--- src/rtl/gpu_pkg.sv ---
// Shared command format and opcode encoding for the GPU command queue.
package gpu_pkg;

  localparam int unsigned ADDR_W   = 32;
  localparam int unsigned COORD_W  = 16;
  localparam int unsigned WIDTH_W  = 11;
  localparam int unsigned HEIGHT_W = 10;

  typedef enum logic [1:0] {
    OP_DRAW  = 2'b00,
    OP_CLEAR = 2'b01,
    OP_SWAP  = 2'b10,
    OP_RSVD  = 2'b11
  } gpu_op_e;

  typedef struct packed {
    gpu_op_e               op;
    logic [ADDR_W-1:0]     addr;
    logic [COORD_W-1:0]    addr_x;
    logic [COORD_W-1:0]    addr_y;
    logic [COORD_W-1:0]    img_width;
    logic [WIDTH_W-1:0]    width;
    logic [HEIGHT_W-1:0]   height;
    logic [WIDTH_W-1:0]    x;
    logic [HEIGHT_W-1:0]   y;
    logic [COORD_W-1:0]    clear_color;
  } gpu_cmd_t;

endpackage

--- src/rtl/cmd_fifo.sv ---
// Synchronous FIFO with wrap-bit pointers; head entry is presented combinationally.
module cmd_fifo #(
  parameter int unsigned DEPTH = 8,
  parameter type         T     = logic [7:0]
) (
  input  logic                     clk,
  input  logic                     resetn,
  input  logic                     push,
  input  logic                     pop,
  input  T                         wdata,
  output T                         rdata,
  output logic                     full,
  output logic                     empty,
  output logic [$clog2(DEPTH):0]   level
);

  localparam int unsigned AW = $clog2(DEPTH);

  logic [AW:0] wptr_q, wptr_d;
  logic [AW:0] rptr_q, rptr_d;
  logic        do_push, do_pop;
  T            mem_q [DEPTH];

  assign empty   = (wptr_q == rptr_q);
  assign full    = (wptr_q[AW] != rptr_q[AW]) && (wptr_q[AW-1:0] == rptr_q[AW-1:0]);
  assign level   = wptr_q - rptr_q;
  assign do_push = push && !full;
  assign do_pop  = pop && !empty;
  assign rdata   = mem_q[rptr_q[AW-1:0]];

  always_comb begin
    wptr_d = wptr_q + {{AW{1'b0}}, do_push};
    rptr_d = rptr_q + {{AW{1'b0}}, do_pop};
  end

  always_ff @(posedge clk or negedge resetn) begin
    if (!resetn) begin
      wptr_q <= '0;
      rptr_q <= '0;
    end else begin
      wptr_q <= wptr_d;
      rptr_q <= rptr_d;
    end
  end

  // Storage needs no reset: empty is decided by the pointers alone.
  always_ff @(posedge clk) begin
    if (do_push) mem_q[wptr_q[AW-1:0]] <= wdata;
  end

endmodule

--- src/rtl/gpu_cmd_queue.sv ---
// Queues CPU commands and issues them to the GPU one at a time, pacing on
// gpu_busy handshakes and, for buffer swaps, on the next vsync rising edge.
module gpu_cmd_queue
  import gpu_pkg::*;
#(
  parameter int unsigned DEPTH       = 8,
  parameter int unsigned ACK_TIMEOUT = 16
) (
  input  logic                    clk,
  input  logic                    resetn,
  input  logic                    cmd_valid,
  output logic                    cmd_ready,
  input  gpu_cmd_t                cmd_data,
  output gpu_cmd_t                gpu_cmd,
  output logic                    gpu_draw,
  output logic                    gpu_clear,
  output logic                    swap_buffers,
  input  logic                    gpu_busy,
  input  logic                    vsync,
  output logic [$clog2(DEPTH):0]  level,
  output logic                    idle,
  output logic                    op_err
);

  localparam int unsigned CW = $clog2(ACK_TIMEOUT + 1);

  typedef enum logic [2:0] {
    S_IDLE,
    S_ISSUE,
    S_WAIT_ACK,
    S_WAIT_DONE,
    S_WAIT_VS
  } state_e;

  state_e        state_q, state_d;
  gpu_cmd_t      cmd_q, cmd_d;
  logic          draw_q, draw_d;
  logic          clear_q, clear_d;
  logic          swap_q, swap_d;
  logic          op_err_q, op_err_d;
  logic [CW-1:0] tmo_q, tmo_d;
  logic [2:0]    vs_q, vs_d;

  gpu_cmd_t fifo_head;
  logic     fifo_full, fifo_empty, fifo_pop;
  logic     vs_rise;

  cmd_fifo #(
    .DEPTH (DEPTH),
    .T     (gpu_cmd_t)
  ) u_fifo (
    .clk    (clk),
    .resetn (resetn),
    .push   (cmd_valid),
    .pop    (fifo_pop),
    .wdata  (cmd_data),
    .rdata  (fifo_head),
    .full   (fifo_full),
    .empty  (fifo_empty),
    .level  (level)
  );

  // vs_q[0] metastability stage, vs_q[1] synchronised level, vs_q[2] previous level.
  assign vs_d    = {vs_q[1:0], vsync};
  assign vs_rise = vs_q[1] && !vs_q[2];

  always_comb begin
    state_d  = state_q;
    cmd_d    = cmd_q;
    draw_d   = 1'b0;
    clear_d  = 1'b0;
    swap_d   = 1'b0;
    op_err_d = op_err_q;
    tmo_d    = tmo_q;
    fifo_pop = 1'b0;
    unique case (state_q)
      S_IDLE: begin
        if (!fifo_empty && !gpu_busy) begin
          fifo_pop = 1'b1;
          if (fifo_head.op == OP_RSVD) begin
            op_err_d = 1'b1;
          end else begin
            cmd_d   = fifo_head;
            draw_d  = (fifo_head.op == OP_DRAW);
            clear_d = (fifo_head.op == OP_CLEAR);
            swap_d  = (fifo_head.op == OP_SWAP);
            state_d = S_ISSUE;
          end
        end
      end
      S_ISSUE: begin
        tmo_d   = '0;
        state_d = (cmd_q.op == OP_SWAP) ? S_WAIT_VS : S_WAIT_ACK;
      end
      S_WAIT_ACK: begin
        if (gpu_busy) begin
          state_d = S_WAIT_DONE;
        end else if (tmo_q >= CW'(ACK_TIMEOUT - 1)) begin
          state_d = S_IDLE;
        end else if (tmo_q != CW'(ACK_TIMEOUT)) begin
          tmo_d = tmo_q + CW'(1);
        end
      end
      S_WAIT_DONE: begin
        if (!gpu_busy) state_d = S_IDLE;
      end
      S_WAIT_VS: begin
        if (vs_rise) state_d = S_IDLE;
      end
      default: state_d = S_IDLE;
    endcase
  end

  always_ff @(posedge clk or negedge resetn) begin
    if (!resetn) begin
      state_q  <= S_IDLE;
      cmd_q    <= '0;
      draw_q   <= 1'b0;
      clear_q  <= 1'b0;
      swap_q   <= 1'b0;
      op_err_q <= 1'b0;
      tmo_q    <= '0;
      vs_q     <= '0;
    end else begin
      state_q  <= state_d;
      cmd_q    <= cmd_d;
      draw_q   <= draw_d;
      clear_q  <= clear_d;
      swap_q   <= swap_d;
      op_err_q <= op_err_d;
      tmo_q    <= tmo_d;
      vs_q     <= vs_d;
    end
  end

  assign cmd_ready    = !fifo_full;
  assign gpu_cmd      = cmd_q;
  assign gpu_draw     = draw_q;
  assign gpu_clear    = clear_q;
  assign swap_buffers = swap_q;
  assign op_err       = op_err_q;
  assign idle         = fifo_empty && (state_q == S_IDLE);

endmodule

--- config.mk ---
export PLATFORM = sky130hd
export DESIGN_NAME = gpu_cmd_queue
export DESIGN_NICKNAME = d
export VERILOG_FILES = /design/src/rtl/gpu_pkg.sv /design/src/rtl/cmd_fifo.sv /design/src/rtl/gpu_cmd_queue.sv
export SDC_FILE = /design/constraint.sdc
export NUM_CORES = 1
export LEC_CHECK = 0
export ABC_AREA = 0
export CAP_MARGIN = 0
export CORE_ASPECT_RATIO = 0.75
export CORE_MARGIN = 4
export CORE_UTILIZATION = 30
export CTS_BUF_LIST = sky130_fd_sc_hd__clkbuf_2
export DETAILED_ROUTE_END_ITERATION = 12
export SLEW_MARGIN = 30
export SYNTH_ARGS = -nofsm -noshare
export SYNTH_HDL_FRONTEND = slang
export SYNTH_HIERARCHICAL = 1
export SYNTH_SLANG_ARGS = --single-unit
export TNS_END_PERCENT = 10
--- constraint.sdc ---
create_clock -name clk -period 14.9 [get_ports clk]
set_input_delay 2.235 -clock clk [delete_from_list [all_inputs] [get_ports clk]]
set_output_delay 2.235 -clock clk [all_outputs]
set_load 0.02 [all_outputs]
# Word level (Yosys, flattened, before mapping)
# Memories as Yosys holds them, arrays and structs flattened.
# Index checks and enable logic that the tools add are counted.
# word_totals
ff_bits,163
ramBits,1120
in_bits,145
mem_count,1
# op_classes
add_sub_neg,4
order_cmp,1
eq_ne,20
muxes,25
bitwise,1
reduce_logical,17
# mem_list
memory,depth,word_bits,read_ports,rd_ports_with_merged_regs,wr,line_no,source
u_fifo.mem_q,8,140,1,0,1,cmd_fifo.sv:22,T mem_q [DEPTH];
# ops
operator,n
two-way mux 3 bit,7
two-way mux 5 bit,3
one-hot mux 3 bit (5 select lines),1
inequality test 2 bit (second input constant),7
two-way mux 1 bit,13
one-hot mux 5 bit (2 select lines),1
adder 4 x 1 -> 4 bit,2
equality test 2 bit (second input constant),3
equality test 3 x 2 -> 1 bit (second input constant),2
logical AND 1 bit,6
AND reduction 3 bit,2
adder 5 x 1 -> 5 bit (second input constant),1
>= comparator 5 x 4 -> 1 bit (second input constant),1
inequality test 5 bit (second input constant),1
AND reduction 5 bit,1
equality test 4 bit,1
logical NOT 1 bit,4
AND reduction 4 bit,1
subtractor 4 bit,1
equality test 3 x 1 -> 1 bit (second input constant),1
equality test 3 bit,1
equality test 3 bit (second input constant),1
logical NOT 3 bit,1
inequality test 3 bit (second input constant),1
5 further kinds,5

# Logic depth before layout (Yosys ltp)
# depth
word_depth,7
ltp_mapped,12
mapped_depth_nobuf,10

# Modules after synthesis
# Netlist, hierarchy kept.
# by_module_without_submodules
mod,instances,cells_per_inst,area_per_inst_um2,seq_area_each_um2
cmd_fifo,1,1965,42579.6,33832.4
gpu_cmd_queue,1,366,5972.0,3878.7

# Worst setup path after synthesis
# OpenSTA, ideal clock, no wires.
# synth_path
path_type,in2reg
from,input cmd_valid
to,memory u_fifo/mem_q[0][0] (netlist name) (enable)
setup_time_ps,984
arrival_time_ps,15624
required_ps,13916
slack_ps,-1708
stages,2
n_path_buf,0
path_cell_list,o21ai_0 -> nor4_1
# synth_between
elab_chain_cells,3
# synth_lines
item,line_no,source
start: declaration,gpu_cmd_queue.sv:11,"input logic cmd_valid,"
logical AND 1 bit,cmd_fifo.sv:27,assign do_push = push && !full;
two-way mux 1 bit,cmd_fifo.sv:48,if (do_push) mem_q[wptr_q[AW-1:0]] <= wdata;
two-way mux 1 bit (not written as such),cmd_fifo.sv:48,
end: declaration,cmd_fifo.sv:22,
# Every way passes these cells.

# Worst setup path in the final report
# layout_path
from,register u_fifo.rptr_q[2]
to,output level[3]
# layout_between
elab_chain_cells,1
# layout_lines
item,line_no,source
start: declaration,cmd_fifo.sv:20,"logic [AW:0] rptr_q, rptr_d;"
start signal: assignment,cmd_fifo.sv:42,rptr_q <= rptr_d;
subtractor 4 bit,cmd_fifo.sv:26,assign level = wptr_q - rptr_q;
end: declaration,gpu_cmd_queue.sv:20,"output logic [$clog2(DEPTH):0] level,"
# Every way passes these cells.

==> impl_metrics.tcl <==
set metrics [dict create \
    antenna_found_initial 40 \
    drive_gt1_share_pct 31.8 \
    clkSlewWorstSetupHoldPaths_ps 90 \
    synth_fp_nets 2487 \
    holdCritPathClass "register to register" \
    die_width_um 473 \
    yosysTopAreaCellShare_pct 69.3 \
    tightest_slew_ps 1030 \
    wl_mm 119 \
    drcViolationCount 0 \
    synth-simple-area-share_pct 3.80 \
    dpl_cell_area_mm2 0.0539 \
    yosys_warnings 6 \
    synth.distinct_cells 41 \
    clk_path_buf_depth 4 \
    synth_top_area_cell "edfxtp_1" \
    synth_compound_area_share_pct 0.260 \
    synth_xor_area_share_pct 0.126 \
    port_buffers 294 \
    fin_nets 3045 \
    die_h_um 356 \
    cts_tree "done" \
    cts_max_level 5 \
    syn_inst 2331 \
    met1_usage_pct 18.9 \
    dp.cells 4682 \
    hold_viol_final 0 \
    p_leak_nw 19.6 \
    num_rows 127 \
    synth_fa_ha_area_share_pct 0.299 \
    startpoint_type "register" \
    insertion_delay_ps 1580 \
    setup_viol 0 \
    antenna_left 0 \
    postLayoutCellArea_mm2 0.0568 \
    cts_sinks 1283 \
    ys_async_sr_fraction_pct 12.7 \
    synth_top_family_by_area "multiplexers" \
    synthTopCellsByArea "edfxtp_1, mux4_2, dfrtp_1" \
    synth_edf_count 1120 \
    numCtsBuffers 333 \
    grt_first_pass_wirelength_mm 175 \
    place_congestion 0.707 \
    hold_slack_ps 365 \
    min_period_ps 6300 \
    slew_headroom_pct 31.6 \
    cts_setup_buffers 0 \
    die_area_mm2 0.168 \
    grt-busiest-layer "met2" \
    grt_max_degree 137 \
    syn_to_final_growth_pct 17.1 \
    ctsRootBufferMaster "clkbuf_2" \
    crit_path_max_fanout 24 \
    finClkSkew_ps 145 \
    finalCritPeriodShare_pct 42.3 \
    cts-hold-fix-buffers 0 \
    initial_utilization_pct 30.3 \
    synth_commonest_cells "edfxtp_1, nand2_1, mux4_2" \
    criticalPathCategory "register to output port" \
    coreArea_mm2 0.160 \
    fmax_mhz 159 \
    cts-resized-gates 0 \
    io_pins 295 \
    ir_worst_vdd_uv 161 \
    fin_tns_setup_ps 0 \
    use_met3_pct 6.14 \
    slew_viol_final 0 \
    synth_most_common_cell "edfxtp_1" \
    synthMuxAreaShare_pct 16.2 \
    powerDensity_mw_per_mm2 195 \
    syn_avg_cell_area_um2 20.8 \
    rsz0062_at_grt "no" \
    grt_remaining_overflow 0 \
    fillers 15000 \
    cap_violations 0 \
    arrival_ps 4070 \
    synth_flop_cell "edfxtp_1" \
    dr.pass1.iters 5 \
    grtUsageTotal_pct 14.1 \
    dr_total_vias 24200 \
    dpl.hpwl_mm 67.6 \
    syn_area_mm2 0.0486 \
    ys_seq_elements 1283 \
    drt_iter0_markers 1814 \
    grt_pass1_vias 25300 \
    end_kind "output port" \
    use_met2_pct 20.6 \
    yosysSeqAreaShare_pct 77.7 \
    outcome "finished clean" \
    finalNonFillerCells 5277 \
    vias_per_cell 4.58 \
    avgRoutedWirePerCell_um 22.5 \
    worstPathRequired_ps 12660 \
]
registers in the layout, summed over array words and instances (netlist names):
signal and cells:
gpu_clear 1, u_fifo/wptr_q 4, u_fifo/mem_q 1120, state_q 3, tmo_q 5, u_fifo/rptr_q 4
gpu_cmd 140, swap_buffers 1, op_err 1, vs_q 3, gpu_draw 1
critical path: stages (launching register included):
cell and delay, ps:
dfrtp_4 620, inv_6 280, ha_1 350, nor2b_1 160
a221oi_1 310, xnor2_1 230, clkdlybuf4s50_1 670
cell type report:
cell class                      count  area, um2  share of cell area [%]
Clock inverter                     67        367                   0.645
Sequential cell                  1283      37700                    66.4
Timing Repair Buffer              334       3330                    5.86
Clock buffer                      509       2550                    4.48
Antenna cell                       19       47.5                  0.0837
Tap cell                         2128       2660                    4.68
Inverter                           14       57.6                   0.101
Multi-Input combinational cell    923      10100                    17.8
through the flow:
stage | power, W | util, % | setup WS (ps)
after floorplan | 0.00758 | - | 2120
after global placement | 0.00887 | 33.6 | 9220
after detailed placement | 0.00890 | 33.6 | 9240
after CTS | 0.0113 | 35.4 | 8320
after global routing | 0.0118 | 35.4 | 8190
final | 0.0111 | 35.4 | 8600
routing by layer:
metal	part of all wire [%]	up-vias
met1	44	12600
met2	45	756
met5	0.12	-
met4	2.1	26
li1	-	10600
met3	9.5	239
logic make-up (layout without fill, tap and decap cells):
kind of cell / after synthesis / count (layout)
DFF: 1283 / 1283
and+or+nand+nor: 468 / 468
muxes: 418 / 418
buffers and inverters: 125 / 924
AOI/OAI and AO/OA: 19 / 19
adders and majority gates: 11 / 11
xor gates and xnor gates: 7 / 7
other: 0 / 19
power breakdown:
| group | switching, W | internal, W | total, W |
|---|---|---|---|
| combinational | 0.00206 | 0.00167 | 0.00374 |
| clock | 0.00138 | 0.000965 | 0.00235 |
| sequential | 0.000330 | 0.00465 | 0.00498 |
layout by cell type, fill, tap and decap left out, types with 6 or more instances in the layout:
| cell type | instances |
|---|---|
| edfxtp_1 | 1120 |
| clkbuf_2 | 509 |
| nand2_1 | 429 |
| clkdlybuf4s50_1 | 293 |
| mux4_2 | 280 |
| dfrtp_1 | 160 |
| mux2_2 | 138 |
| clkinv_1 | 55 |
| buf_4 | 29 |
| diode_2 | 19 |
| inv_1 | 13 |
| ha_1 | 10 |
| a21oi_1 | 7 |
| nor2_1 | 6 |
| buf_6 | 6 |
path summary, 6_finish.rpt:
path                       slack (ps)        startpoint  depth (start not counted)            to
setup / recovery                 8600  u_fifo/rptr_q[2]                          6      level[3]
hold / removal                    360           vs_q[0]                          0       vs_q[1]
setup reg to reg                 9460  u_fifo/rptr_q[0]                          9   gpu_cmd[40]
hold reg to reg                   360           vs_q[0]                          0       vs_q[1]
max in group asynchronous       12810            resetn                          2  gpu_cmd[124]
min in group asynchronous         730            resetn                          1       vs_q[1]
(Power assumes the default switching activity.)
